`src/rtl/trdb_pkg.sv`:
```
// Shared types and sizes for the trace debug packet emitter.
// Bench builds use PTYPE_LEN=2, P_LEN=5, PAYLOAD_LEN=64.
package trdb_pkg;

  localparam int PTYPE_LEN   = 2;
  localparam int P_LEN       = 5;
  localparam int PAYLOAD_LEN = 64;
  localparam int MAX_BYTES   = PAYLOAD_LEN / 8;

  typedef enum logic [1:0] {
    IDLE,
    HEADER,
    PAYLOAD
  } emit_state_e;

  typedef struct packed {
    logic [PTYPE_LEN-1:0]   ptype;
    logic [P_LEN-1:0]       length;
    logic [PAYLOAD_LEN-1:0] payload;
  } packet_t;

  function automatic logic [7:0] hdr_byte(
    input packet_t p
  );
    return 8'({p.ptype, p.length});
  endfunction

  function automatic logic [7:0] pl_byte(
    input packet_t p,
    input int      idx
  );
    return p.payload[8*idx +: 8];
  endfunction

endpackage

```
`src/rtl/trdb_packet_fifo.sv`:
```
// Synchronous FIFO holding whole packets between encoder
// and serializer; pushes into a full FIFO are ignored.
module trdb_packet_fifo #(
  parameter int WIDTH = 8,
  parameter int DEPTH = 4
) (
  input  logic             clk_i,
  input  logic             rst_i,
  input  logic             push_i,
  input  logic [WIDTH-1:0] data_i,
  input  logic             pop_i,
  output logic [WIDTH-1:0] data_o,
  output logic             full_o,
  output logic             empty_o
);

  localparam int AW = $clog2(DEPTH);

  if (DEPTH < 2 || (1 << AW) != DEPTH) begin : g_bad_depth
    $error("FIFO depth must be a power of two >= 2");
  end

  logic [WIDTH-1:0] mem [DEPTH];
  logic [AW-1:0]    wr_ptr;
  logic [AW-1:0]    rd_ptr;
  logic [AW:0]      count;
  logic             do_push;
  logic             do_pop;

  assign do_push = push_i && !full_o;
  assign do_pop  = pop_i && !empty_o;
  assign full_o  = count == (AW+1)'(DEPTH);
  assign empty_o = count == '0;
  assign data_o  = mem[rd_ptr];

  always_ff @(posedge clk_i) begin
    if (rst_i) begin
      wr_ptr <= '0;
      rd_ptr <= '0;
      count  <= '0;
    end else begin
      if (do_push) wr_ptr <= wr_ptr + 1'b1;
      if (do_pop)  rd_ptr <= rd_ptr + 1'b1;
      unique case ({do_push, do_pop})
        2'b10:   count <= count + 1'b1;
        2'b01:   count <= count - 1'b1;
        default: count <= count;
      endcase
    end
  end

  always_ff @(posedge clk_i) begin
    if (do_push) mem[wr_ptr] <= data_i;
  end

endmodule

```
`src/rtl/trdb_packet_emitter.sv`:
```
// Queues trace packets and serializes each as one header
// byte followed by its payload bytes on a valid/ready port.
module trdb_packet_emitter
  import trdb_pkg::*;
#(
  parameter int FIFO_DEPTH = 4,
  parameter int LOST_CNT_W = 8
) (
  input  logic                   clk_i,
  input  logic                   rst_i,
  input  logic                   packet_valid_i,
  input  logic [PTYPE_LEN-1:0]   packet_type_i,
  input  logic [P_LEN-1:0]       packet_length_i,
  input  logic [PAYLOAD_LEN-1:0] packet_payload_i,
  output logic                   byte_valid_o,
  input  logic                   byte_ready_i,
  output logic [7:0]             byte_data_o,
  output logic                   byte_last_o,
  output logic                   drop_o,
  output logic [LOST_CNT_W-1:0]  lost_cnt_o
);

  localparam int IDX_W =
    (MAX_BYTES > 1) ? $clog2(MAX_BYTES) : 1;

  if (PTYPE_LEN + P_LEN > 8) begin : g_bad_hdr
    $error("type and length do not fit one byte");
  end

  emit_state_e      state;
  packet_t          in_pkt;
  packet_t          fifo_pkt;
  packet_t          pkt;
  logic [IDX_W-1:0] idx;
  logic [IDX_W-1:0] idx_nxt;
  logic             last_nxt;
  logic             malformed;
  logic             push;
  logic             pop;
  logic             xfer;
  logic             fifo_full;
  logic             fifo_empty;

  assign in_pkt = '{
    ptype:   packet_type_i,
    length:  packet_length_i,
    payload: packet_payload_i
  };

  assign malformed = (packet_length_i == '0) ||
                     (int'(packet_length_i) > MAX_BYTES);
  assign push     = packet_valid_i && !malformed;
  assign xfer     = byte_valid_o && byte_ready_i;
  assign idx_nxt  = idx + 1'b1;
  assign last_nxt = P_LEN'(idx_nxt) ==
                    (pkt.length - P_LEN'(1));

  // Pop on idle, or back-to-back on the last byte
  assign pop = !fifo_empty &&
               ((state == IDLE) ||
                (state == PAYLOAD && xfer && byte_last_o));

  trdb_packet_fifo #(
    .WIDTH ($bits(packet_t)),
    .DEPTH (FIFO_DEPTH)
  ) u_fifo (
    .clk_i   (clk_i),
    .rst_i   (rst_i),
    .push_i  (push),
    .data_i  (in_pkt),
    .pop_i   (pop),
    .data_o  (fifo_pkt),
    .full_o  (fifo_full),
    .empty_o (fifo_empty)
  );

  always_ff @(posedge clk_i) begin
    if (rst_i) begin
      state        <= IDLE;
      idx          <= '0;
      pkt          <= '0;
      byte_valid_o <= 1'b0;
      byte_data_o  <= '0;
      byte_last_o  <= 1'b0;
      drop_o       <= 1'b0;
      lost_cnt_o   <= '0;
    end else begin
      drop_o <= packet_valid_i && malformed;
      if (push && fifo_full && lost_cnt_o != '1)
        lost_cnt_o <= lost_cnt_o + 1'b1;
      unique case (state)
        IDLE: begin
          if (!fifo_empty) begin
            pkt          <= fifo_pkt;
            state        <= HEADER;
            byte_valid_o <= 1'b1;
            byte_data_o  <= hdr_byte(fifo_pkt);
            byte_last_o  <= 1'b0;
          end
        end
        HEADER: begin
          if (xfer) begin
            state       <= PAYLOAD;
            idx         <= '0;
            byte_data_o <= pl_byte(pkt, 0);
            byte_last_o <= pkt.length == P_LEN'(1);
          end
        end
        PAYLOAD: begin
          if (xfer && byte_last_o) begin
            if (!fifo_empty) begin
              pkt         <= fifo_pkt;
              state       <= HEADER;
              byte_data_o <= hdr_byte(fifo_pkt);
              byte_last_o <= 1'b0;
            end else begin
              state        <= IDLE;
              byte_valid_o <= 1'b0;
              byte_data_o  <= '0;
              byte_last_o  <= 1'b0;
            end
          end else if (xfer) begin
            idx         <= idx_nxt;
            byte_data_o <= pl_byte(pkt, int'(idx_nxt));
            byte_last_o <= last_nxt;
          end
        end
        default: state <= IDLE;
      endcase
    end
  end

endmodule

```
`config.mk`:
```
export PLATFORM = sky130hd
export DESIGN_NAME = trdb_packet_emitter
export DESIGN_NICKNAME = d
export VERILOG_FILES = /design/src/rtl/trdb_pkg.sv /design/src/rtl/trdb_packet_fifo.sv /design/src/rtl/trdb_packet_emitter.sv
export SDC_FILE = /design/constraint.sdc
export NUM_CORES = 1
export LEC_CHECK = 0
export ABC_CLOCK_PERIOD_IN_PS = 8820
export BUFFER_PORTS_ARGS = -buffer_cell sky130_fd_sc_hd__buf_4
export CORE_MARGIN = 5
export CORE_UTILIZATION = 42
export DETAILED_ROUTE_END_ITERATION = 16
export HOLD_SLACK_MARGIN = 0.05
export PLACE_DENSITY_LB_ADDON = 0.1
export SYNTH_ARGS = -nofsm -noshare
export SYNTH_HDL_FRONTEND = slang
export SYNTH_SLANG_ARGS = --single-unit
```
`constraint.sdc`:
```
create_clock -name clk_i -period 8.82 [get_ports clk_i]
set_clock_uncertainty 0.05 [all_clocks]
set_input_delay 1.764 -clock clk_i [delete_from_list [all_inputs] [get_ports clk_i]]
set_output_delay 1.764 -clock clk_i [all_outputs]
set_load 0.01 [all_outputs]
```
==> out/qor.tcl <==
set qor(cts.reportedPaths.clkPinSlew_ns) 0.05
set qor(layout_min_cycle_time_ns) 4.098
set qor(cts-root-buf) {clkbuf_16}
set qor(gr-usage-met2_pct) 25.29
set qor(use_met1_pct) 24.60
set qor(launch_point_of_the_worst_reg_to_reg_path) {state[0]}
set qor(cts_setup_buffers) 0
set qor(grt_max_degree) 96
set qor(synth_sequential_area_ratio_pct) 70.67
set qor(drt-wirelength-per-cell_um) 20.86
set qor(cts.htree.levels) 2
set qor(final_nets) 1118
set qor(layout_common_cells) {edfxtp_1, nand2_1, buf_4}
set qor(synth_cell_types) 55
set qor(outcome) {finished clean}
set qor(critical_path_class) {in2reg}
set qor(quantity_of_hold_fixing_buffers_added_after_cts) 0
set qor(sw_frac_of_total_pct) 28.04
set qor(cts_repair_resize_count) 0
set qor(worst_ep_required_time_ns) 8.92
set qor(layout_commonest_cell) {edfxtp_1}
set qor(holdCritPathClass) {reg2reg}
set qor(coreArea_sq_mm) 0.03540
set qor(syn_inst_count) 934
set qor(cellPowerDensity_mw_per_mm2) 283.3
set qor(rr_endpoint) {u_fifo.count[2]}
set qor(cts.sinks) 386
set qor(routabilityCongestion) 0.7293
set qor(std_cell_rows) 69
set qor(design.die.area_sq_mm) 0.03949
set qor(grt_setup_unrepaired) {no}
set qor(global_route.peak_usage_layer) {met2}
set qor(slew-limit-headroom_pct) 26.71
set qor(timing.final.crit_share_pct) 46.46
set qor(min_from) {pkt[30]}
set qor(timing.reg2reg.setup_slack_ns) 5.81
set qor(timing.critical_path.from_type) {input port}
set qor(ctsLongestPathBuffers) 3
set qor(start_util_pct) 42.26
set qor(drtPass1Iterations) 4
set qor(leakage_nw) 5.680
set qor(cts_tree) {done}
set qor(yosys_warnings) 0
set qor(antenna_violations_before_repair) 0
set qor(hold_viol_final) 0
set qor(finalPower_mw) 4.939
set qor(global_route.usage.total_pct) 16.33
set qor(sequentialPowerShare_pct) 46.5
set qor(n_antenna_cell) 0
set qor(grt_pass1_vias) 8416
set qor(num_vias) 8095
set qor(boundaryPins) 94
set qor(area_delta_synth_final_pct) 16.58
set qor(synth.avg_cell_area_sq_um) 16.01
set qor(drt-vias-per-instance) 5.319
set qor(timing.reg2reg.worst_path_depth) 10
set qor(drv_slew) 0
set qor(proportion_of_synthesized_flip_flops_having_asynchronous_set_or_reset_pct) 0
set qor(synth_flop_cell) {edfxtp_1}
set qor(grt_pass1_wl_mm) 50.07
set qor(drive_gt1_share_pct) 24.79
set qor(gr-total-overflow) 0
set qor(grt.met3_usage_pct) 2.693
set qor(p_sw_mw) 1.385
set qor(fmaxAchievable_ghz) 0.2440
set qor(worst_path_fanout_max) 41
set qor(tightest_slew_ns) 1.084
set qor(power_report.internal_total_mw) 3.554
set qor(drt.antenna.violating_nets) 0
set qor(critical_path.endpoint_type) {register}
set qor(timing.final.setup_violations) 0
set qor(comb_power_share_pct) 19.6
set qor(holdPathStages) 2
set qor(drc) 0
set qor(critPathArrivalTime_ns) 4.19
set qor(port_buffers) 93
set qor(timing.max_cap.violations) 0
set qor(synth.net_count) 1023
set qor(clkLatencyLatePin_ns) 0.53
set qor(die_height_um) 198.7
set qor(synth.ff_latch_count) 386
set qor(power.ir.vdd_worst_uv) 167.5
set qor(synthesis.area_sq_mm) 0.01496
set qor(fp.dieW_um) 198.7
set qor(first_iter_violations) 487
set qor(finalSetupTns_ns) 0
set qor(hold_path_end) {pkt[30]}
set qor(numCtsBuffers) 41
set qor(synth_edf_count) 284
set qor(share_clk_of_total_power_pct) 33.9
set qor(dp_hpwl_mm) 19.83
set qor(route.final.wire_length_mm) 31.74
worst max-delay path, stage by stage:
cell and delay [ns]:
buf_4 0.13, o31a_1 0.34, nor4_2 0.66, and2_4 0.57
buf_4 0.64
worst max-delay path by stage:
stage,startpoint,slack (ns),end
4_1_cts,packet_length_i[1],4.64,u_fifo.mem[1][56]
2_1_floorplan,packet_length_i[1],4.01,u_fifo.mem[0][0]
3_3_place_gp,packet_length_i[1],4.11,u_fifo.mem[0][15]
6_report,packet_length_i[1],4.72,u_fifo.mem[1][61]
3_5_place_dp,packet_length_i[1],4.09,u_fifo.mem[1][56]
5_1_grt,packet_length_i[1],4.48,u_fifo.mem[0][5]
state kept, by name, indices dropped and copies added (netlist names), named ones only:
register and flops:
byte_valid_o 1, state 2, byte_data_o 8, u_fifo.wr_ptr 2, idx 3, byte_last_o 1, u_fifo.rd_ptr 2, u_fifo.count 3
u_fifo.mem 284, lost_cnt_o 8, pkt 69, drop_o 1
per-stage QoR:
stage	std cells	setup slack (ns)	cell area (sq um)	hold WS [ns]	util, %
floorplan	934	4.007	14960	0.3831	-
global route	1522	4.480	17440	0.4209	49.26
global placement	1447	4.109	16120	0.3948	45.54
finish	1522	4.722	17440	0.4038	49.26
CTS	1522	4.638	17440	0.4045	49.26
detailed placement	1447	4.088	16120	0.3967	45.54
logic make-up after synthesis:
kind of cell             Yosys count  share of synthesized area, %
adder cells (fa/ha/maj)           14                         1.221
flip-flops                       386                         70.67
XOR/XNOR                          10                        0.5856
AND/OR/NAND/NOR                  217                         6.508
buffers and inverters             69                         1.899
multiplexers                      91                         13.38
AO/OA/AOI/OAI                    147                         5.730
final cells by class:
cell class / count / area, sq um
Clock buffer: 53 / 1111
Multi-Input combinational cell: 479 / 4121
Timing Repair Buffer: 104 / 780.7
Clock inverter: 22 / 205.2
Fill cell: 3080 / 17960
Inverter: 17 / 63.81
Sequential cell: 386 / 10580
Tap cell: 461 / 576.8
power groups by stage:
stage / clock [mW] / combinational (mW) / sequential [mW]
2_1_floorplan: 0 / 0.736 / 2.25
3_3_place_gp: 0 / 0.983 / 2.34
3_5_place_dp: 0 / 0.990 / 2.34
4_1_cts: 1.72 / 0.994 / 2.30
5_1_grt: 1.80 / 1.08 / 2.32
6_report: 1.67 / 0.970 / 2.30
metal layers:
| layer | wire (um) | part of all wire, % |
|---|---|---|
| met1 | 15290 | 48 |
| met5 | 0 | 0 |
| met2 | 14710 | 46 |
| met4 | 564 | 1.8 |
| met3 | 1174 | 3.7 |
synth_stat cells, types with 4 or more instances:
cell / count / area share [%]
a22oi_1: 6 / 0.30
and2_1: 8 / 0.33
clkbuf_1: 35 / 0.88
ha_1: 13 / 1.1
xnor2_1: 5 / 0.29
mux4_2: 87 / 13
nor2_1: 18 / 0.45
nand3_1: 11 / 0.37
nor2b_1: 4 / 0.17
or3_1: 5 / 0.21
buf_2: 14 / 0.47
o21ai_0: 13 / 0.43
inv_1: 16 / 0.40
nand2_1: 143 / 3.6
a221oi_1: 7 / 0.41
o211ai_1: 4 / 0.20
a21oi_1: 94 / 3.1
o31ai_1: 4 / 0.20
edfxtp_1: 284 / 57
dfxtp_1: 102 / 14
xor2_1: 5 / 0.29
(Power assumes the default switching activity.)
